### src/rtl/roc_arb_pkg.sv
// Shared constants and FSM encoding for the roc memory round-robin arbiter.
package roc_arb_pkg;

    localparam int unsigned DW_DEF  = 8;
    localparam int unsigned AW_DEF  = 4;
    localparam int unsigned DEP_DEF = 16;

    typedef enum logic [1:0] {
        IDLE  = 2'd0,
        ISSUE = 2'd1,
        CAPT  = 2'd2,
        DONE  = 2'd3
    } state_e;

endpackage

### src/rtl/rr_arb2.sv
// Combinational two-way round-robin picker; prio names the favoured requester on a tie.
module rr_arb2 (
    input  logic [1:0] req,
    input  logic       prio,
    output logic       valid,
    output logic       winner
);

    always_comb begin
        valid  = |req;
        winner = (req == 2'b11) ? prio : req[1];
    end

endmodule

### src/rtl/roc_arbiter.sv
// Serialises single read/write commands from two requesters onto the roc memory port,
// granting round-robin and returning read data to the requester that issued the read.
module roc_arbiter
    import roc_arb_pkg::*;
#(
    parameter int unsigned DW  = DW_DEF,
    parameter int unsigned AW  = AW_DEF,
    parameter int unsigned DEP = DEP_DEF
) (
    input  logic          clk,
    input  logic          rst,
    input  logic          req0,
    input  logic          req1,
    input  logic          we0,
    input  logic          we1,
    input  logic [AW-1:0] addr0,
    input  logic [AW-1:0] addr1,
    input  logic [DW-1:0] wdata0,
    input  logic [DW-1:0] wdata1,
    output logic          gnt0,
    output logic          gnt1,
    output logic          ack0,
    output logic          ack1,
    output logic [DW-1:0] rdata0,
    output logic [DW-1:0] rdata1,
    output logic          busy,
    output logic          mem_wr,
    output logic [AW-1:0] mem_addr,
    output logic [DW-1:0] mem_data,
    input  logic [DW-1:0] mem_rdata
);

    state_e        state_q, state_d;
    logic          prio_q, prio_d;
    logic          sel_q, sel_d;
    logic          we_q, we_d;
    logic [1:0]    gnt_q, gnt_d;
    logic [1:0]    ack_q, ack_d;
    logic          busy_q, busy_d;
    logic          mem_wr_q, mem_wr_d;
    logic [AW-1:0] mem_addr_q, mem_addr_d;
    logic [DW-1:0] mem_data_q, mem_data_d;
    logic [DW-1:0] rdata0_q, rdata0_d;
    logic [DW-1:0] rdata1_q, rdata1_d;

    logic          valid;
    logic          winner;
    logic          win_we;
    logic [AW-1:0] win_addr;
    logic [DW-1:0] win_wdata;

    // DEP only bounds addresses in the environment; the datapath uses AW directly.
    logic unused_dep;
    assign unused_dep = ^DEP;

    rr_arb2 u_pick (
        .req    ({req1, req0}),
        .prio   (prio_q),
        .valid  (valid),
        .winner (winner)
    );

    always_comb begin
        win_we    = winner ? we1    : we0;
        win_addr  = winner ? addr1  : addr0;
        win_wdata = winner ? wdata1 : wdata0;
    end

    always_ff @(posedge clk) begin
        if (rst) begin
            state_q <= IDLE;
        end else begin
            state_q <= state_d;
        end
    end

    always_comb begin
        state_d = state_q;
        unique case (state_q)
            IDLE:    state_d = valid ? ISSUE : IDLE;
            ISSUE:   state_d = we_q ? DONE : CAPT;
            CAPT:    state_d = DONE;
            DONE:    state_d = IDLE;
            default: state_d = IDLE;
        endcase
    end

    // Outputs are registered, so each state computes what the next cycle must show.
    always_comb begin
        gnt_d      = 2'b00;
        ack_d      = 2'b00;
        mem_wr_d   = 1'b0;
        mem_addr_d = mem_addr_q;
        mem_data_d = mem_data_q;
        rdata0_d   = rdata0_q;
        rdata1_d   = rdata1_q;
        prio_d     = prio_q;
        sel_d      = sel_q;
        we_d       = we_q;
        busy_d     = (state_d != IDLE);
        unique case (state_q)
            IDLE: begin
                if (valid) begin
                    sel_d         = winner;
                    prio_d        = ~winner;
                    we_d          = win_we;
                    gnt_d[winner] = 1'b1;
                    mem_wr_d      = win_we;
                    mem_addr_d    = win_addr;
                    mem_data_d    = win_wdata;
                end
            end
            ISSUE: begin
                if (we_q) begin
                    ack_d[sel_q] = 1'b1;
                end
            end
            CAPT: begin
                ack_d[sel_q] = 1'b1;
                if (sel_q) begin
                    rdata1_d = mem_rdata;
                end else begin
                    rdata0_d = mem_rdata;
                end
            end
            DONE: begin
            end
            default: begin
            end
        endcase
    end

    always_ff @(posedge clk) begin
        if (rst) begin
            prio_q     <= 1'b0;
            sel_q      <= 1'b0;
            we_q       <= 1'b0;
            gnt_q      <= 2'b00;
            ack_q      <= 2'b00;
            busy_q     <= 1'b0;
            mem_wr_q   <= 1'b0;
            mem_addr_q <= '0;
            mem_data_q <= '0;
            rdata0_q   <= '0;
            rdata1_q   <= '0;
        end else begin
            prio_q     <= prio_d;
            sel_q      <= sel_d;
            we_q       <= we_d;
            gnt_q      <= gnt_d;
            ack_q      <= ack_d;
            busy_q     <= busy_d;
            mem_wr_q   <= mem_wr_d;
            mem_addr_q <= mem_addr_d;
            mem_data_q <= mem_data_d;
            rdata0_q   <= rdata0_d;
            rdata1_q   <= rdata1_d;
        end
    end

    assign gnt0     = gnt_q[0];
    assign gnt1     = gnt_q[1];
    assign ack0     = ack_q[0];
    assign ack1     = ack_q[1];
    assign busy     = busy_q;
    assign mem_wr   = mem_wr_q;
    assign mem_addr = mem_addr_q;
    assign mem_data = mem_data_q;
    assign rdata0   = rdata0_q;
    assign rdata1   = rdata1_q;

endmodule

### config.mk
export PLATFORM = sky130hd
export DESIGN_NAME = roc_arbiter
export DESIGN_NICKNAME = d
export VERILOG_FILES = /design/src/rtl/roc_arb_pkg.sv /design/src/rtl/rr_arb2.sv /design/src/rtl/roc_arbiter.sv
export SDC_FILE = /design/constraint.sdc
export NUM_CORES = 1
export LEC_CHECK = 0
export ABC_AREA = 1
export ABC_CLOCK_PERIOD_IN_PS = 1300
export CORE_UTILIZATION = 37
export CTS_CLUSTER_DIAMETER = 50
export DETAILED_ROUTE_END_ITERATION = 8
export PLACE_DENSITY = 0.8
export SYNTH_ARGS = -nofsm -noshare
export SYNTH_HDL_FRONTEND = slang
export SYNTH_SLANG_ARGS = --single-unit
### constraint.sdc
create_clock -name clk -period 1.3 [get_ports clk]
set_clock_uncertainty 0.2 [all_clocks]
set_input_delay 0.195 -clock clk [delete_from_list [all_inputs] [get_ports clk]]
set_output_delay 0.195 -clock clk [all_outputs]
set_load 0.01 [all_outputs]
==> flow_summary.yaml <==
outcome:
  outcome: "finished with violations"
  violations: "negative setup slack"
synth:
  synth_common_cells: "55 x nor2_1, 39 x dfxtp_1, 39 x nand2_1, 18 x inv_1"
  yosys_warnings: 0
  synth_area_per_cell_um2: 7.36
  synthFlopType: "dfxtp_1"
  synth-seq-cells: 39
  ys_seq_area_share_pct: 48.4
  ys_top_cells_by_area: "dfxtp_1 48%, nor2_1 13%, nand2_1 9.1%"
  synthCells: 219
  yosys.area.top_type: "dfxtp_1"
  synth.most_common_cell: "nor2_1"
  syn_area_um2: 1610
  synth_edf_count: 0
  ys_types: 21
  async_reset_ff_share_pct: 0
  synth_top_cell_area_share_pct: 48.4
  syn-num-nets: 261
clock_tree:
  clock_tree.root_cell: "clkbuf_8"
  cts_tree: "done"
  cts_made_buffers: 5
  cts_sinks: 39
  clock_path_buffers: 2
  path_clk_slew_ns: 0.08
  h-tree-depth: 2
  insertion_delay_ns: 0.29
  hold_buffers: 0
route:
  drt-initial-drc-count: 119
  wl_per_cell_um: 13.7
  via_per_inst: 4.91
  vias: 1796
  route.detailed.drc: 0
  postRouteAntennaNets: 0
  drtPass1Iterations: 4
  drt-total-wl_um: 5030
cells_and_area:
  nets: 357
  finalNonFillerCells: 366
  postLayoutCellArea_um2: 2820
  antenna-diode-count: 0
  areaGrowthSynthToFinish_pct: 74.8
  final_util_pct: 68.9
  layout-drive-gt1-share_pct: 36.4
power_and_ir_drop:
  p_per_area_nw_per_um2: 1360
  p_leak_nw: 1.33
  ir_drop_v: 0.000735
grt:
  grt_pass1_vias: 1655
  grt_overflow: 0
  grt_max_degree: 17
  grt_pass1_wl_um: 7210
  grt_usage_pct: 20.9
  antenna_found_initial: 0
setup_path:
  critPathTopFamily: "flip-flops"
  cp-start-kind: "flop"
  crit_path_end_kind: "flop"
  crit_arrival_ns: 1.45
  crit_top_cell: "buf_4"
  critPathBufInv: 2
  slowest_stage: "dfxtp_2"
  cp_cell_sequence: "buf_4 -> buf_4 -> ha_1 -> a21oi_2 -> or2_1 -> nor2_1"
  critPathMaxFanout: 2
  critPathMaxStageDelay_ns: 0.34
  worst-setup-path-type: "flop to flop"
  required_ns: 1.27
floorplanning:
  die-area_um2: 4620
  row_count: 23
  start_util_pct: 39.4
  die_y_um: 68.0
  die_x_um: 68.0
  io_pins: 72
  core_area_um2: 4090
sta:
  fmax_mhz: 678
  fin_ws_ns: -0.176
  slew_headroom_pct: 77.3
  setup_viol: 38
  hold_viol_final: 0
  tightest_slew_ns: 0.341
  maxSlewViolCount: 0
  rsz0062_at_grt: "yes"
  tns_ns: -3.80
  period_needed_ns: 1.48
  period_share_pct: 114
placement:
  pre_cts_ws_ns: -0.461
  io_buffer_count: 71
  place_hpwl_um: 3210
  dp_cells: 350
  placed_area_um2: 2500
  gp_congestion: 0.815
job:
  drv_cap: 0
worst_hold_path:
  min_path_type: "primary input to flop"
==> cell families after synthesis <==
group	share of synthesized area [%]
fa+ha+maj	3.11
flops	48.4
simple gates	32.8
compound gates	7.22
buf+inv	8.38
==> registers in the layout, indices dropped and copies added, names as in the netlist <==
register / flops
mem_data: 8
rdata0: 8
rdata1: 8
mem_addr: 4
ack_q: 2
gnt_q: 2
state_q: 2
busy: 1
mem_wr: 1
prio_q: 1
sel_q: 1
we_q: 1
==> report_power, final <==
| group | switching (mW) | internal, mW |
|---|---|---|
| Clock | 0.424 | 0.433 |
| Combinational | 0.754 | 0.718 |
| Sequential | 0.123 | 1.37 |
| Total | 1.30 | 2.52 |
==> path summary, 6_finish.rpt <==
path / start / endpoint / slack (ns) / cells past startpoint
hold / removal: addr0[2] / mem_addr[2] / 0.25 / 3
setup / recovery: state_q[0] / ack_q[0] / -0.18 / 6
setup reg to reg: state_q[0] / ack_q[0] / -0.18 / 6
hold reg to reg: prio_q / prio_q / 0.28 / 2
==> repair_timing <==
item | in CTS | in global routing
endpoints found under the setup margin | 71 | 65
pin swaps | 13 | 14
cloned | 2 | 0
buffers inserted | 5 | 1
resized for setup | 77 | 98
==> layer usage <==
layer  global-route usage (%)  share of wire, %  wire (µm)  vias up
li1                         -                 -          -      888
met1                     24.6                41       2080      842
met2                     36.8                53       2670       53
met3                     4.17               3.6        180       13
met4                     8.07               1.8         93        0
met5                        0                 0          0        -
==> layout by cell type (no fill, tap or decap), types with 3 or more instances in the layout <==
cell type,instances
nand2_1,37
nor2_1,35
clkdlybuf4s50_1,35
dfxtp_1,30
clkbuf_2,21
buf_4,19
inv_1,16
nor2_4,14
nand4_1,12
o21ai_2,11
nand3_1,10
dfxtp_2,9
nor2_2,8
o21ai_1,8
clkdlybuf4s15_1,8
clkbuf_8,6
dlygate4sd2_1,6
buf_6,4
inv_2,3
==> per-stage QoR <==
step	hold WS, ns	power [mW]
floorplan	0.105	2.07
global placement	0.253	2.67
finish	0.254	3.82
global route	0.267	4.02
CTS	0.254	3.62
detailed placement	0.255	2.70
==> cell type report <==
type / instances / area, µm²
clock buffers: 6 / 82.6
clock inverters: 2 / 13.8
fillers: 311 / 1270
inverters: 23 / 116
multi-input cells: 151 / 942
flip-flops and latches: 39 / 792
well taps: 50 / 62.6
repair buffers: 95 / 807
==> worst reg2reg max path: stages, from the launching register on <==
cell and delay (ns):
dfxtp_2 0.34, buf_4 0.13, buf_4 0.12, ha_1 0.20, a21oi_2 0.13, or2_1 0.17, nor2_1 0.07
No activity file was read; power rests on OpenSTA's default activity.
